--- config.mk ---
export PLATFORM = sky130hd
export DESIGN_NAME = md_iter_unit
export DESIGN_NICKNAME = d
export VERILOG_FILES = /design/src/rtl/md_pkg.sv /design/src/rtl/md_sign_fix.sv /design/src/rtl/md_iter_unit.sv
export SDC_FILE = /design/constraint.sdc
export NUM_CORES = 1
export LEC_CHECK = 0
export CAP_MARGIN = 20
export CORE_MARGIN = 10
export CORE_UTILIZATION = 35
export CTS_BUF_LIST = sky130_fd_sc_hd__clkbuf_8
export DETAILED_ROUTE_END_ITERATION = 7
export GPL_TIMING_DRIVEN = 0
export MAX_ROUTING_LAYER = met4
export SLEW_MARGIN = 20
export SYNTH_ARGS = -nofsm -noshare
export SYNTH_HDL_FRONTEND = slang
export SYNTH_SLANG_ARGS = --single-unit
--- constraint.sdc ---
create_clock -name clk -period 7.05 [get_ports clk]
set_clock_uncertainty 0.1 [all_clocks]
set_input_delay 1.41 -clock clk [delete_from_list [all_inputs] [get_ports clk]]
set_output_delay 1.41 -clock clk [all_outputs]
set_load 0.03 [all_outputs]
--- src/rtl/md_pkg.sv ---
// Shared definitions for the iterative multiply/divide unit: operation codes,
// FSM state encoding and the default datapath width.
package md_pkg;

  localparam int MD_WIDTH = 32;

  localparam logic [2:0] MD_NONE = 3'd0;
  localparam logic [2:0] MD_MULT = 3'd1;
  localparam logic [2:0] MD_DIV  = 3'd2;
  localparam logic [2:0] MD_MTHI = 3'd3;
  localparam logic [2:0] MD_MTLO = 3'd4;

  typedef enum logic [1:0] {
    MD_IDLE = 2'd0,
    MD_CALC = 2'd1,
    MD_FIX  = 2'd2
  } md_state_e;

endpackage

--- src/rtl/md_sign_fix.sv ---
// Conditional two's-complement negation; yields operand magnitudes at latch
// time and re-applies result signs in the FIX state.
module md_sign_fix #(
  parameter int W = 32
) (
  input  logic [W-1:0] val,
  input  logic         neg,
  output logic [W-1:0] res
);

  logic signed [W-1:0] val_s;

  assign val_s = signed'(val);
  assign res   = neg ? unsigned'(-val_s) : val;

endmodule

--- src/rtl/md_iter_unit.sv ---
// Iterative MULT/DIV engine holding architectural HI/LO: one bit per cycle over
// magnitudes (shift-add multiply, restoring divide), then a sign-fix write.
module md_iter_unit
  import md_pkg::*;
#(
  parameter int WIDTH = MD_WIDTH,
  parameter int CNT_W = 6
) (
  input  logic             clk,
  input  logic             rst,
  input  logic             start,
  input  logic [2:0]       func,
  input  logic             is_sign,
  input  logic [WIDTH-1:0] a,
  input  logic [WIDTH-1:0] b,
  input  logic             flush,
  output logic             busy,
  output logic             done,
  output logic [WIDTH-1:0] hi,
  output logic [WIDTH-1:0] lo
);

  md_state_e          state_q, state_d;
  logic [CNT_W-1:0]   cnt_q, cnt_d;
  logic [2*WIDTH-1:0] acc_q, acc_d;
  logic [WIDTH-1:0]   opb_q, opb_d;
  logic [WIDTH-1:0]   rawa_q, rawa_d;
  logic               neg_res_q, neg_res_d;
  logic               neg_rem_q, neg_rem_d;
  logic               is_div_q, is_div_d;
  logic               dz_q, dz_d;
  logic [WIDTH-1:0]   hi_q, hi_d;
  logic [WIDTH-1:0]   lo_q, lo_d;
  logic               busy_q, busy_d;
  logic               done_q, done_d;

  logic [WIDTH-1:0]   mag_a, mag_b;
  logic [2*WIDTH-1:0] prod_fix;
  logic [WIDTH-1:0]   quo_fix, rem_fix;

  md_sign_fix #(.W(WIDTH)) u_mag_a (
    .val (a),
    .neg (is_sign & a[WIDTH-1]),
    .res (mag_a)
  );

  md_sign_fix #(.W(WIDTH)) u_mag_b (
    .val (b),
    .neg (is_sign & b[WIDTH-1]),
    .res (mag_b)
  );

  md_sign_fix #(.W(2*WIDTH)) u_fix_prod (
    .val (acc_q),
    .neg (neg_res_q),
    .res (prod_fix)
  );

  md_sign_fix #(.W(WIDTH)) u_fix_quo (
    .val (acc_q[WIDTH-1:0]),
    .neg (neg_res_q),
    .res (quo_fix)
  );

  md_sign_fix #(.W(WIDTH)) u_fix_rem (
    .val (acc_q[2*WIDTH-1:WIDTH]),
    .neg (neg_rem_q),
    .res (rem_fix)
  );

  // One iteration step: acc holds {upper, lower} for both operations
  logic [WIDTH:0]     mul_sum;
  logic [2*WIDTH-1:0] mul_next;
  logic [WIDTH:0]     div_shift;
  logic [WIDTH:0]     div_diff;
  logic [2*WIDTH-1:0] div_next;

  always_comb begin
    mul_sum   = {1'b0, acc_q[2*WIDTH-1:WIDTH]} + (acc_q[0] ? {1'b0, opb_q} : '0);
    mul_next  = {mul_sum, acc_q[WIDTH-1:1]};
    div_shift = {acc_q[2*WIDTH-1:WIDTH], acc_q[WIDTH-1]};
    div_diff  = div_shift - {1'b0, opb_q};
    if (!div_diff[WIDTH]) begin
      div_next = {div_diff[WIDTH-1:0], acc_q[WIDTH-2:0], 1'b1};
    end else begin
      div_next = {div_shift[WIDTH-1:0], acc_q[WIDTH-2:0], 1'b0};
    end
  end

  always_comb begin
    state_d   = state_q;
    cnt_d     = cnt_q;
    acc_d     = acc_q;
    opb_d     = opb_q;
    rawa_d    = rawa_q;
    neg_res_d = neg_res_q;
    neg_rem_d = neg_rem_q;
    is_div_d  = is_div_q;
    dz_d      = dz_q;
    hi_d      = hi_q;
    lo_d      = lo_q;
    done_d    = 1'b0;

    unique case (state_q)
      MD_IDLE: begin
        if (start && !flush) begin
          if (func == MD_MTHI) begin
            hi_d = a;
          end else if (func == MD_MTLO) begin
            lo_d = a;
          end else if (func == MD_MULT || func == MD_DIV) begin
            acc_d     = {{WIDTH{1'b0}}, mag_a};
            opb_d     = mag_b;
            rawa_d    = a;
            neg_res_d = is_sign & (a[WIDTH-1] ^ b[WIDTH-1]);
            neg_rem_d = is_sign & a[WIDTH-1];
            is_div_d  = (func == MD_DIV);
            dz_d      = (func == MD_DIV) && (b == '0);
            cnt_d     = '0;
            state_d   = MD_CALC;
          end
        end
      end
      MD_CALC: begin
        if (flush) begin
          state_d = MD_IDLE;
        end else begin
          acc_d = is_div_q ? div_next : mul_next;
          cnt_d = cnt_q + CNT_W'(1);
          if (cnt_q == CNT_W'(WIDTH - 1)) begin
            state_d = MD_FIX;
          end
        end
      end
      MD_FIX: begin
        state_d = MD_IDLE;
        if (!flush) begin
          done_d = 1'b1;
          if (dz_q) begin
            lo_d = '1;
            hi_d = rawa_q;
          end else if (is_div_q) begin
            lo_d = quo_fix;
            hi_d = rem_fix;
          end else begin
            {hi_d, lo_d} = prod_fix;
          end
        end
      end
      default: begin
        state_d = MD_IDLE;
      end
    endcase

    busy_d = (state_d != MD_IDLE);
  end

  always_ff @(posedge clk) begin
    if (!rst) begin
      state_q   <= MD_IDLE;
      cnt_q     <= '0;
      acc_q     <= '0;
      opb_q     <= '0;
      rawa_q    <= '0;
      neg_res_q <= 1'b0;
      neg_rem_q <= 1'b0;
      is_div_q  <= 1'b0;
      dz_q      <= 1'b0;
      hi_q      <= '0;
      lo_q      <= '0;
      busy_q    <= 1'b0;
      done_q    <= 1'b0;
    end else begin
      state_q   <= state_d;
      cnt_q     <= cnt_d;
      acc_q     <= acc_d;
      opb_q     <= opb_d;
      rawa_q    <= rawa_d;
      neg_res_q <= neg_res_d;
      neg_rem_q <= neg_rem_d;
      is_div_q  <= is_div_d;
      dz_q      <= dz_d;
      hi_q      <= hi_d;
      lo_q      <= lo_d;
      busy_q    <= busy_d;
      done_q    <= done_d;
    end
  end

  assign busy = busy_q;
  assign done = done_q;
  assign hi   = hi_q;
  assign lo   = lo_q;

endmodule

==> results of run 1 <==
[per-layer routing]
layer	GRT usage, %	part of all wire, %	vias up	routed length (um)
li1	-	-	7913	-
met3	4.79	8.3	170	5900
met2	40.9	45	829	31800
met4	12.9	5.4	0	3850
met5	-	0	-	0
met1	32.7	42	8195	29700
[critical path: stages, from the launching register on]
cell       delay [ns]
dfxtp_1          0.29
clkbuf_1         0.26
inv_1            0.28
clkbuf_1         0.66
ha_1             0.36
nand3_1          0.29
nor4_1           1.01
nor2_1           0.35
a21oi_1          0.27
xor2_1           0.29
nor2_1           0.08
a2111oi_0        0.38
a2111oi_0        0.14
[sequential cells by signal, indices dropped and copies added, names as in the netlist]
| name | count |
|---|---|
| acc_q | 64 |
| busy | 1 |
| cnt_q | 6 |
| done | 1 |
| dz_q | 1 |
| hi | 32 |
| is_div_q | 1 |
| lo | 32 |
| neg_rem_q | 1 |
| neg_res_q | 1 |
| opb_q | 32 |
| rawa_q | 32 |
| state_q | 2 |
[final cells by class]
cell class | count | area share [%]
Clock inverter | 17 | 0.572
Inverter | 53 | 1.08
Tap cell | 585 | 3.98
Sequential cell | 206 | 22.4
Clock buffer | 56 | 4.19
Timing Repair Buffer | 136 | 7.39
Multi-Input combinational cell | 1672 | 57.2
Antenna cell | 1 | 0.0136
Buffer | 150 | 3.14
[layout by cell type (no fill, tap or decap), drive strengths merged, types with 27 or more instances in the layout]
cell / count
nand2: 265
a21oi: 214
nor2: 207
dfxtp: 206
clkbuf: 188
clkdlybuf4s50: 135
o21ai: 118
xnor2: 94
xor2: 79
ha: 69
inv: 63
mux2i: 53
a211oi: 51
nor3: 46
nand3: 35
o221ai: 31
nand2b: 29
o31ai: 27
[metrics by stage]
stage	instances	util (%)	power, mW
global placement	2801	40.4	1.89
floorplan	2081	-	1.64
finish	2876	42.5	3.23
global route	2876	42.5	3.34
detailed placement	2802	40.4	1.90
CTS	2875	42.5	3.22
[power by group through the flow]
| stage | Sequential, mW | Clock [mW] | Combinational, mW |
|---|---|---|---|
| floorplan | 1.24 | 0 | 0.400 |
| global placement | 1.23 | 0 | 0.660 |
| detailed placement | 1.24 | 0 | 0.664 |
| CTS | 1.21 | 1.34 | 0.667 |
| global route | 1.21 | 1.40 | 0.729 |
| finish | 1.21 | 1.33 | 0.688 |
[path summary, 6_finish.rpt]
path / from / endpoint / slack, ns / cells past startpoint
worst max register to register: acc_q[0] / hi[28] / 2.14 / 12
worst min-delay path: rawa_q[29] / rawa_q[29] / 0.36 / 2
worst max-delay path: acc_q[0] / hi[28] / 2.14 / 12
worst min register to register: rawa_q[29] / rawa_q[29] / 0.36 / 2
[cells by family after synthesis]
kind of cell	count (synthesis)	synth area share (%)
simple gates	730	21.8
compound gates	643	27.1
flops	206	26.8
buf+inv	203	5.04
xor+xnor	173	9.84
fa+ha+maj	71	5.86
mux	55	3.59
==> run metrics, run 1 <==
nets=2403; Layout area overhead=19.3%; Die W=230 um; global-route wire length before repair=104 mm; # IOs=138; clock-pin slew on the worst setup and hold paths=0.06 ns; Die Span Y=230 um; RSZ-0062 raised after global routing=false; Filler cells=4534; synth top area cells=dfxtp_1 27%, a21oi_1 7.0%, nand2_1 6.5%, ha_1 5.6%, xnor2_1 5.3%; top_reg_cell synth=dfxtp_1; Slew headroom=27.7%; antenna-violating nets left=0; vias per inst=5.95; drt wl/cell=24.8 um; post-synthesis async set-or-reset flop share=0%; CP startpoint kind=register; die area=52800 sq um; Syn Nets=2224; Max Cap Viol=0; Static Leak=6.76 nW; clk sinks=206; Yosys Warn Count=0; design area=18400 sq um; initial antenna violation count=4; starting density of the core=35.6%; Critical Path AT=5.25 ns; footprint of the multi-input gates=10500 sq um; Clock Latency Late Sink=0.63 ns; number of synthesized flops with an enable pin=0; Num CTS Buffers=41; Yosys cell types=78; Pwr Density=176 nW/um^2; RD Place Congestion=1.01; clk buf depth=3; DRC viols=0; internal power=2.17 mW; Gates resized, CTS repair=0; root buffer cell=clkbuf_8; post-DP HPWL=55.9 mm; clock share of power=41.2%; flip-flop and latch area=4120 sq um; Hold Path Class=register to register; Seq/Total Area, Yosys=26.8%; clock period minus worst slack=4.91 ns; Place WS=2.27 ns; GRT overflow=0; combinational share of power=21.3%; most common cell in the netlist=nand2_1; Synth top area share=26.8%; num rows=76; Core ar.=43300 sq um; final hold violations=0; Final setup viols=0; Worst EP required=7.39 ns; Max Slew Vio Count=0; Fmax achieved=204 MHz; H-Tree Level Count=2; Seq pwr share=37.5%; First-pass DRT Iterations=5; Seq cells post-synth=206; VDD IR max=0.105 mV; P_sw=1.06 mW; drt initial violations=1720; Synth area leader=dfxtp_1; Mapped Area=15400 sq um; layout cells sized above 1=4.28%; outcome=complete, no violations; setup ws final=2.14 ns; CTS tree=done; area of placed instances=17500 sq um; final wirelength=71.3 mm; CTS Hold Buffers Added=0; Setup crit end kind=register; top post-synthesis cells by count=265 x nand2_1, 214 x a21oi_1, 207 x nor2_1, 206 x dfxtp_1, 131 x clkbuf_1; Total GRT Usage=26.4%; Crit Path Max Fanout=10; ratio of final minimum period to clock period=69.6%; Synth Instances=2081; hold slack=0.358 ns; Post-CTS Setup Repair Bufs=0; buffers added on ports=135; setup TNS=0 ns; Avg Cell Area, Syn=7.40 sq um; vias in the first global route=16.0k; sw frac=32.7%; crit path kind=register to register; largest net degree at the start of global routing=11; via count=17.1k; worst-margin pin slew=1.07 ns
Power figures use the tool's default switching activity.
==> run 2, diff against run 1 <==
clock period = 5 ns   (was 7.05 ns; I/O delays follow)
==> run 2 against run 1 <==
Against the previous run: die area is the same; critical path depth unchanged; sequential share of layout area hardly changed; cell count is essentially flat; worst setup slack worse by 2.0 ns; sequential power is 41% higher.
==> run metrics, run 2 (synthesized netlist as in run 1, its figures left out) <==
grt met3 use=4.79% (unchanged); largest net degree at the start of global routing=11 (unchanged); Post-Route Utilization=42.5% (about the same); nets=2403 (unchanged); layer with the highest usage=met2 (unchanged); CP Capture Point=hi[28] (unchanged); CTS tree=done (unchanged); Critical Path AT=5.20 ns (was 5.25 ns); First-pass DRT Iterations=5 (unchanged); antenna-violating nets left=0 (unchanged); most common cell after layout, fill and taps aside=nand2_1 (unchanged); Hold Path Class=register to register (unchanged); CTS Hold Buffers Added=0 (unchanged); VDD IR max=0.149 mV (was 0.105 mV); Pwr Density=248 nW/um^2 (was 176 nW/um^2); outcome=complete, no violations (unchanged); CP Launch Point=acc_q[0] (unchanged); Final setup viols=0 (unchanged); H-Tree Level Count=2 (unchanged); clock-pin slew on the worst setup and hold paths=0.06 ns (about the same); clock period minus worst slack=4.85 ns (was 4.91 ns); vias per inst=5.94 (was 5.95); Die W=230 um (unchanged); CP Depth=12 (unchanged); crit path kind=register to register (unchanged); most frequent cells in the layout=265 x nand2_1, 214 x a21oi_1, 207 x nor2_1 (unchanged); initial antenna violation count=4 (unchanged); Slew headroom=29.8% (was 27.7%); RSZ-0062 raised after global routing=false (unchanged); CP startpoint kind=register (unchanged); Max Cap Viol=0 (unchanged); Worst EP required=5.34 ns (was 7.39 ns); global-route wire length before repair=104 mm (unchanged); worst-margin pin slew=1.04 ns (was 1.07 ns); RD Place Congestion=1.01 (unchanged); Post-CTS Setup Repair Bufs=0 (unchanged); Slowest Stage Delay on Critical Path=0.98 ns (was 1.01 ns); reg2reg path depth=12 (unchanged); root buffer cell=clkbuf_8 (unchanged); Setup crit end kind=register (unchanged); drt initial violations=1739 (was 1720); Total GRT Usage=26.4% (unchanged); # IOs=138 (unchanged); Fmax achieved=206 MHz (was 204 MHz); post-DP HPWL=55.9 mm (unchanged); final hold violations=0 (unchanged); Num CTS Buffers=41 (unchanged); Static Leak=6.76 nW (about the same); final wirelength=71.2 mm (was 71.3 mm); DRC viols=0 (unchanged); Max Slew Vio Count=0 (unchanged); largest reg by FF count=acc_q (unchanged); Layout area overhead=19.4% (was 19.3%); Die Span Y=230 um (unchanged); Crit Path Max Fanout=10 (unchanged); Clock Latency Late Sink=0.63 ns (about the same); die area=52800 sq um (unchanged); buffers added on ports=135 (unchanged); Worst R2R Start=acc_q[0] (unchanged); drt wl/cell=24.7 um (was 24.8 um); starting density of the core=35.6% (unchanged); setup slack, reg-to-reg=0.15 ns (was 2.14 ns); CP top delay family=simple AND/OR/NAND/NOR gates (unchanged); slowest library cell on the worst path=nor4_1 (unchanged); Critical path buffers and inverters=3 (unchanged); Largest register FFs=64 (unchanged); num rows=76 (unchanged); Hold Path Stages=2 (unchanged); Core ar.=43300 sq um (unchanged); global routing usage on met2=40.9% (unchanged); setup TNS=0 ns (unchanged); clk sinks=206 (unchanged); ratio of final minimum period to clock period=97.1% (was 69.6%); GR Layer Usage met1=32.7% (unchanged); critical path cell sequence=clkbuf_1, inv_1, clkbuf_1, ha_1, nand3_1, nor4_1, nor2_1, a21oi_1, xor2_1, nor2_1, a2111oi_0, a2111oi_0 (unchanged); vias in the first global route=16.0k (unchanged); via count=17.1k (about the same); reg2reg end=hi[28] (unchanged); layout cells sized above 1=4.32% (was 4.28%); GRT overflow=0 (unchanged); clk buf depth=3 (unchanged)
-- run 2: cell count changes in the layout (fill, tap and decap cells not counted), sizes merged --
cell / delta
diode: +1
clkbuf: +1
buf: -1
-- run 2: tightest hold or removal path, delay by kind of cell, from the launching register on --
| family | cells | cell delay (ns) |
|---|---|---|
| flip-flops | 1 | 0.31 |
| AND/OR/NAND/NOR | 1 | 0.05 |
| AO/OA/AOI/OAI | 1 | 0.05 |
-- run 2: power by group --
part | internal, mW | switching, mW | leakage (nW)
clock | 1.05 | 0.834 | 0.482
combinational | 0.341 | 0.627 | 4.61
sequential | 1.68 | 0.0296 | 1.67
-- run 2: layer usage --
| layer | part of all wire, % | vias to the layer above | routed length (um) |
|---|---|---|---|
| li1 | - | 7919 | - |
| met1 | 42 | 8199 | 29800 |
| met2 | 45 | 799 | 31900 |
| met3 | 8.0 | 167 | 5730 |
| met4 | 5.3 | 0 | 3760 |
| met5 | 0 | - | 0 |
-- run 2: per-stage QoR --
step                      hold slack (ns)  setup WS (ns)  cell area, sq um  total power, mW  std cells
after floorplan                     0.332           1.52             15400             2.31       2081
after global placement              0.341          0.275             17500             2.67       2801
after detailed placement            0.347          0.313             17500             2.68       2802
after CTS                           0.356          0.312             18400             4.54       2875
after global routing                0.371         0.0262             18400             4.71       2876
final                               0.358          0.146             18400             4.55       2877
-- run 2: cell type report --
type / instances / area, sq um
sequential: 206 / 4120
antenna: 2 / 5.00
clock inverter: 17 / 105
fill: 4532 / 24900
tap: 585 / 732
buffer: 150 / 579
clock buffer: 56 / 771
multi-input combinational: 1672 / 10500
inverter: 53 / 199
timing repair buffer: 136 / 1360
-- run 2: worst min path at each step --
stage,start,slack [ns],endpoint
global placement,rawa_q[21],0.34,rawa_q[21]
finish,rawa_q[29],0.36,rawa_q[29]
global route,rawa_q[4],0.37,rawa_q[4]
detailed placement,rawa_q[29],0.35,rawa_q[29]
floorplan,rawa_q[21],0.33,rawa_q[21]
CTS,rawa_q[29],0.36,rawa_q[29]
-- run 2: what timing repair did --
item,CTS,global route
resized for setup,0,2
endpoints found under the hold margin,0,0
setup endpoints to repair,0,1
